===== src/rtl/add_pipe.sv =====
// add_pipe: pipelined ripple-segment adder, {o_cout,o_sum} = i_a + i_b + i_cin.
// The carry chain is cut into STAGES slices of SLICE = WIDTH/STAGES bits, one
// slice per register stage. A single advance enable (output empty or being
// taken) moves the whole pipe, so a stalled output freezes every stage.
// Optional feature macro: ADD_PIPE_OVF_EN adds the registered o_ovf output.
module add_pipe #(
  parameter int WIDTH  = 8,
  parameter int STAGES = 2
) (
  input  logic             clk,
  input  logic             rst,
  input  logic             i_in_valid,
  output logic             o_in_ready,
  input  logic [WIDTH-1:0] i_a,
  input  logic [WIDTH-1:0] i_b,
  input  logic             i_cin,
  output logic             o_out_valid,
  input  logic             i_out_ready,
  output logic [WIDTH-1:0] o_sum,
  output logic             o_cout
`ifdef ADD_PIPE_OVF_EN
  ,
  output logic             o_ovf
`endif
);

  localparam int SLICE = WIDTH / STAGES;

  logic              w_en;
  logic [STAGES-1:0] r_vld;

  // The pipe moves only when the output slot is empty or being consumed.
  assign w_en        = !r_vld[STAGES-1] || i_out_ready;
  assign o_in_ready  = w_en;
  assign o_out_valid = r_vld[STAGES-1];

  if (STAGES == 1) begin : g_vld1
    // Valid bit of the single stage.
    always_ff @(posedge clk or posedge rst)
      if (rst)       r_vld <= '0;
      else if (w_en) r_vld <= i_in_valid;
  end else begin : g_vldn
    // Valid bits shift one stage per advance; a new beat enters at stage 0.
    always_ff @(posedge clk or posedge rst)
      if (rst)       r_vld <= '0;
      else if (w_en) r_vld <= {r_vld[STAGES-2:0], i_in_valid};
  end

  for (genvar k = 0; k < STAGES; k++) begin : g_stg
    // HI: number of low sum bits complete once this stage has registered.
    localparam int HI = (k + 1) * SLICE;

    logic [SLICE-1:0] w_sa;
    logic [SLICE-1:0] w_sb;
    logic             w_ci;
    logic [SLICE:0]   w_add;
    logic [HI-1:0]    r_s;
    logic             r_c;

    assign w_add = {1'b0, w_sa} + {1'b0, w_sb} + {{SLICE{1'b0}}, w_ci};

    if (k == 0) begin : g_src
      assign w_sa = i_a[SLICE-1:0];
      assign w_sb = i_b[SLICE-1:0];
      assign w_ci = i_cin;

      // Slice 0 of the sum straight from the operand inputs.
      always_ff @(posedge clk or posedge rst)
        if (rst)       r_s <= '0;
        else if (w_en) r_s <= w_add[SLICE-1:0];
    end else begin : g_src
      // Slice k sits at the bottom of the operand bits carried by stage k-1.
      assign w_sa = g_stg[k-1].g_ops.r_a[SLICE-1:0];
      assign w_sb = g_stg[k-1].g_ops.r_b[SLICE-1:0];
      assign w_ci = g_stg[k-1].r_c;

      // New slice on top of the lower sum bits forwarded unchanged.
      always_ff @(posedge clk or posedge rst)
        if (rst)       r_s <= '0;
        else if (w_en) r_s <= {w_add[SLICE-1:0], g_stg[k-1].r_s};
    end

    // Slice carry; the last stage's carry is the adder's carry-out.
    always_ff @(posedge clk or posedge rst)
      if (rst)       r_c <= 1'b0;
      else if (w_en) r_c <= w_add[SLICE];

    if (k < STAGES - 1) begin : g_ops
      // Operand bits not yet summed, i.e. original bits [WIDTH-1:HI].
      logic [WIDTH-HI-1:0] r_a;
      logic [WIDTH-HI-1:0] r_b;

      if (k == 0) begin : g_ld
        // Capture the upper operand bits on accept.
        always_ff @(posedge clk or posedge rst)
          if (rst) begin
            r_a <= '0;
            r_b <= '0;
          end else if (w_en) begin
            r_a <= i_a[WIDTH-1:HI];
            r_b <= i_b[WIDTH-1:HI];
          end
      end else begin : g_ld
        // Drop the slice consumed here and pass the rest down the pipe.
        always_ff @(posedge clk or posedge rst)
          if (rst) begin
            r_a <= '0;
            r_b <= '0;
          end else if (w_en) begin
            r_a <= g_stg[k-1].g_ops.r_a[WIDTH-HI+SLICE-1:SLICE];
            r_b <= g_stg[k-1].g_ops.r_b[WIDTH-HI+SLICE-1:SLICE];
          end
      end
    end
  end

  assign o_sum  = g_stg[STAGES-1].r_s;
  assign o_cout = g_stg[STAGES-1].r_c;

`ifdef ADD_PIPE_OVF_EN
  // The top slice holds the operand MSBs, so overflow is judged there.
  logic w_ovf;
  logic r_ovf;

  assign w_ovf = (g_stg[STAGES-1].w_sa[SLICE-1] == g_stg[STAGES-1].w_sb[SLICE-1]) &&
                 (g_stg[STAGES-1].w_add[SLICE-1] != g_stg[STAGES-1].w_sa[SLICE-1]);

  // Overflow flag registered alongside the final sum slice.
  always_ff @(posedge clk or posedge rst)
    if (rst)       r_ovf <= 1'b0;
    else if (w_en) r_ovf <= w_ovf;

  assign o_ovf = r_ovf;
`endif

endmodule


===== config.mk =====
export PLATFORM = sky130hd
export DESIGN_NAME = add_pipe
export DESIGN_NICKNAME = d
export VERILOG_FILES = /design/src/rtl/add_pipe.sv
export SDC_FILE = /design/constraint.sdc
export NUM_CORES = 1
export LEC_CHECK = 0
export CAP_MARGIN = 20
export CORE_MARGIN = 10
export CORE_UTILIZATION = 51
export DETAILED_ROUTE_END_ITERATION = 8
export GPL_ROUTABILITY_DRIVEN = 0
export GPL_TIMING_DRIVEN = 0
export PLACE_DENSITY = 0.89
export SYNTH_ARGS = -nofsm -noshare
export SYNTH_HDL_FRONTEND = slang
export SYNTH_SLANG_ARGS = --single-unit

===== constraint.sdc =====
create_clock -name clk -period 3.47 [get_ports clk]
set_input_delay 0.347 -clock clk [delete_from_list [all_inputs] [get_ports clk]]
set_output_delay 0.347 -clock clk [all_outputs]
set_load 0.005 [all_outputs]

==> impl_metrics.json <==
{
  "cts_tree": "built",
  "holdPathStages": 2,
  "clkSinkCount": 24,
  "crit_type": "input pin to primary output",
  "port_buffers": 31,
  "use_met1_pct": 13.7,
  "rows": 17,
  "syn_area_um2": 1200,
  "cts_resized": 0,
  "avgSynthCellArea_um2": 9.72,
  "powerDensity_nw_per_um2": 544,
  "hold_violations": 0,
  "synth_cell_types": 19,
  "period_needed_ns": 2.04,
  "gr-total-overflow": 0,
  "hp-class": "flop to flop",
  "slew_violations": 0,
  "track_usage_pct": 14.0,
  "multi_input_area_um2": 514,
  "fin_skew_ns": 0.00544,
  "first_iter_violations": 36,
  "ir_worst_vdd_v": 0.000347,
  "core-area_um2": 2230,
  "reg2reg_depth": 6,
  "critPathLaunchType": "input pin",
  "postPlaceCellArea_um2": 1540,
  "dp_hpwl_um": 2190,
  "drc": 0,
  "die-height_um": 68.4,
  "vias_per_cell": 4.99,
  "setup_tns_ns": 0,
  "start_util_pct": 53.6,
  "rsz0062_at_grt": "false",
  "nFillCells": 189,
  "p_leak_nw": 0.784,
  "dr.pass1.iters": 4,
  "relSlewSlack_pct": 40.8,
  "fin_area_um2": 1590,
  "ys_ff_latch": 24,
  "setup_viol_count_final": 0,
  "nets": 190,
  "cts-htree-levels": 1,
  "status": "finished, final reports clean",
  "wl_per_cell_um": 15.5,
  "synthTopCellsByArea": "dfrtp_1 (50%), nand2_1 (14%), fa_1 (6.7%)",
  "grt_pass1_wl_um": 4900,
  "grt-busiest-layer": "met2",
  "regArea_um2": 601,
  "layout-drive-gt1-share_pct": 10.1,
  "clk_path_buf_depth": 2,
  "yosysWarnings": 0,
  "antenna_cells": 0,
  "max_cap_violations": 0,
  "syn-num-nets": 154,
  "antenna_found_initial": 0,
  "worstPathMaxFanout": 10,
  "post_cts_buffers": 0,
  "required_ns": 3.12,
  "synthCells": 123,
  "finalWirelength_um": 2880,
  "die_x_um": 68.4,
  "num_io_pins": 32,
  "synth_top_area_cell": "dfrtp_1",
  "tightest_slew_ns": 0.887,
  "ant_nets": 0,
  "clkTransAtPathRegs_ns": 0.13,
  "worstSetupEndpointType": "primary output",
  "cts-buffers-inserted": 3,
  "finalCritPeriodShare_pct": 58.7,
  "grtUsageMet3_pct": 4.40,
  "dieArea_um2": 4680,
  "clock_latency_ns": 0.32,
  "synth_seq_area_share_pct": 50.2,
  "final_common_cell": "nand2_1",
  "fmax_mhz": 491,
  "cts-hold-fix-buffers": 0,
  "arrival_ns": 1.69,
  "grt_pass1_vias": 1073,
  "grt_max_degree": 25,
  "cts_root_buf": "clkbuf_4",
  "vias": 929,
  "layout_common_cells": "nand2_1 (45), clkdlybuf4s50_1 (31), dfrtp_1 (24)",
  "use_met2_pct": 26.0,
  "synth.top_cell.area_share_pct": 50.2,
  "area_delta_synth_final_pct": 33.3
}
per-layer routing:
metal  vias up  wire length [µm]  part of all wire (%)
li1        453                 -                     -
met1       437              1070                    37
met2        30              1540                    53
met4         0                76                   2.6
met3         9               195                   6.8
met5         -                 0                     0
cells in the mapped netlist:
master    count
ha_1          6
nor2b_1       2
o21ai_0       6
a21oi_1       2
buf_4         1
a21o_1        2
a21oi_2       4
nor2b_4       1
inv_1         9
dfrtp_1      24
nand2_1      45
xor2_1        2
o21ai_2       2
buf_6         3
fa_1          4
nor2_1        6
inv_4         1
nand2b_1      1
o21ai_1       2
logic make-up after synthesis:
| family | count (synthesis) | share of synthesized area (%) |
|---|---|---|
| simple gates | 55 | 18.7 |
| flops | 24 | 50.2 |
| compound gates | 18 | 9.83 |
| buf+inv | 14 | 6.80 |
| fa+ha+maj | 10 | 13.0 |
| xor+xnor | 2 | 1.46 |
flip-flops by register name, indices dropped and copies added (netlist names):
name and count:
r_vld 2, g_stg.r_s 4, g_stg.r_c 1, o_sum 8, g_stg.g_ops.r_a 4, g_stg.g_ops.r_b 4, o_cout 1
through the flow:
| step | std cells | setup slack, ns | power [mW] | util [%] | hold slack [ns] |
|---|---|---|---|---|---|
| after floorplan | 123 | 2.00 | 0.519 | - | 0.362 |
| after global placement | 182 | 1.44 | 0.648 | 69.0 | 0.446 |
| after detailed placement | 182 | 1.43 | 0.669 | 69.0 | 0.460 |
| after CTS | 186 | 1.42 | 0.875 | 71.4 | 0.490 |
| after global routing | 186 | 1.38 | 0.926 | 71.4 | 0.514 |
| final | 186 | 1.43 | 0.868 | 71.4 | 0.481 |
final cells by class:
type	instances	share of cell area, %
sequential	24	37.7
multi-input combinational	85	32.3
timing repair buffer	31	19.5
buffer	4	2.59
inverter	10	2.51
tap	28	2.20
clock inverter	1	1.88
clock buffer	3	1.41
path summary, 6_finish.rpt:
| kind | to | slack, ns | start |
|---|---|---|---|
| setup / recovery | o_in_ready | 1.43 | i_out_ready |
| max in group asynchronous | g_stg[0].g_ops.r_a[2] | 2.43 | rst |
| setup reg to reg | o_cout | 1.80 | g_stg[0].r_c |
| hold reg to reg | o_sum[3] | 0.48 | o_sum[3] |
| min in group asynchronous | g_stg[0].r_s[2] | 0.50 | rst |
| hold / removal | o_sum[3] | 0.48 | o_sum[3] |
report_power, final:
part           switching (mW)  internal [mW]
logic                   0.126          0.158
clock network          0.0862          0.117
registers              0.0379          0.343
worst max-delay path: stages:
cell,delay (ns)
clkdlybuf4s50_1,0.50
nor2b_4,0.07
inv_4,0.11
buf_6,0.15
clkdlybuf4s50_1,0.51
Power figures use the tool's default switching activity.
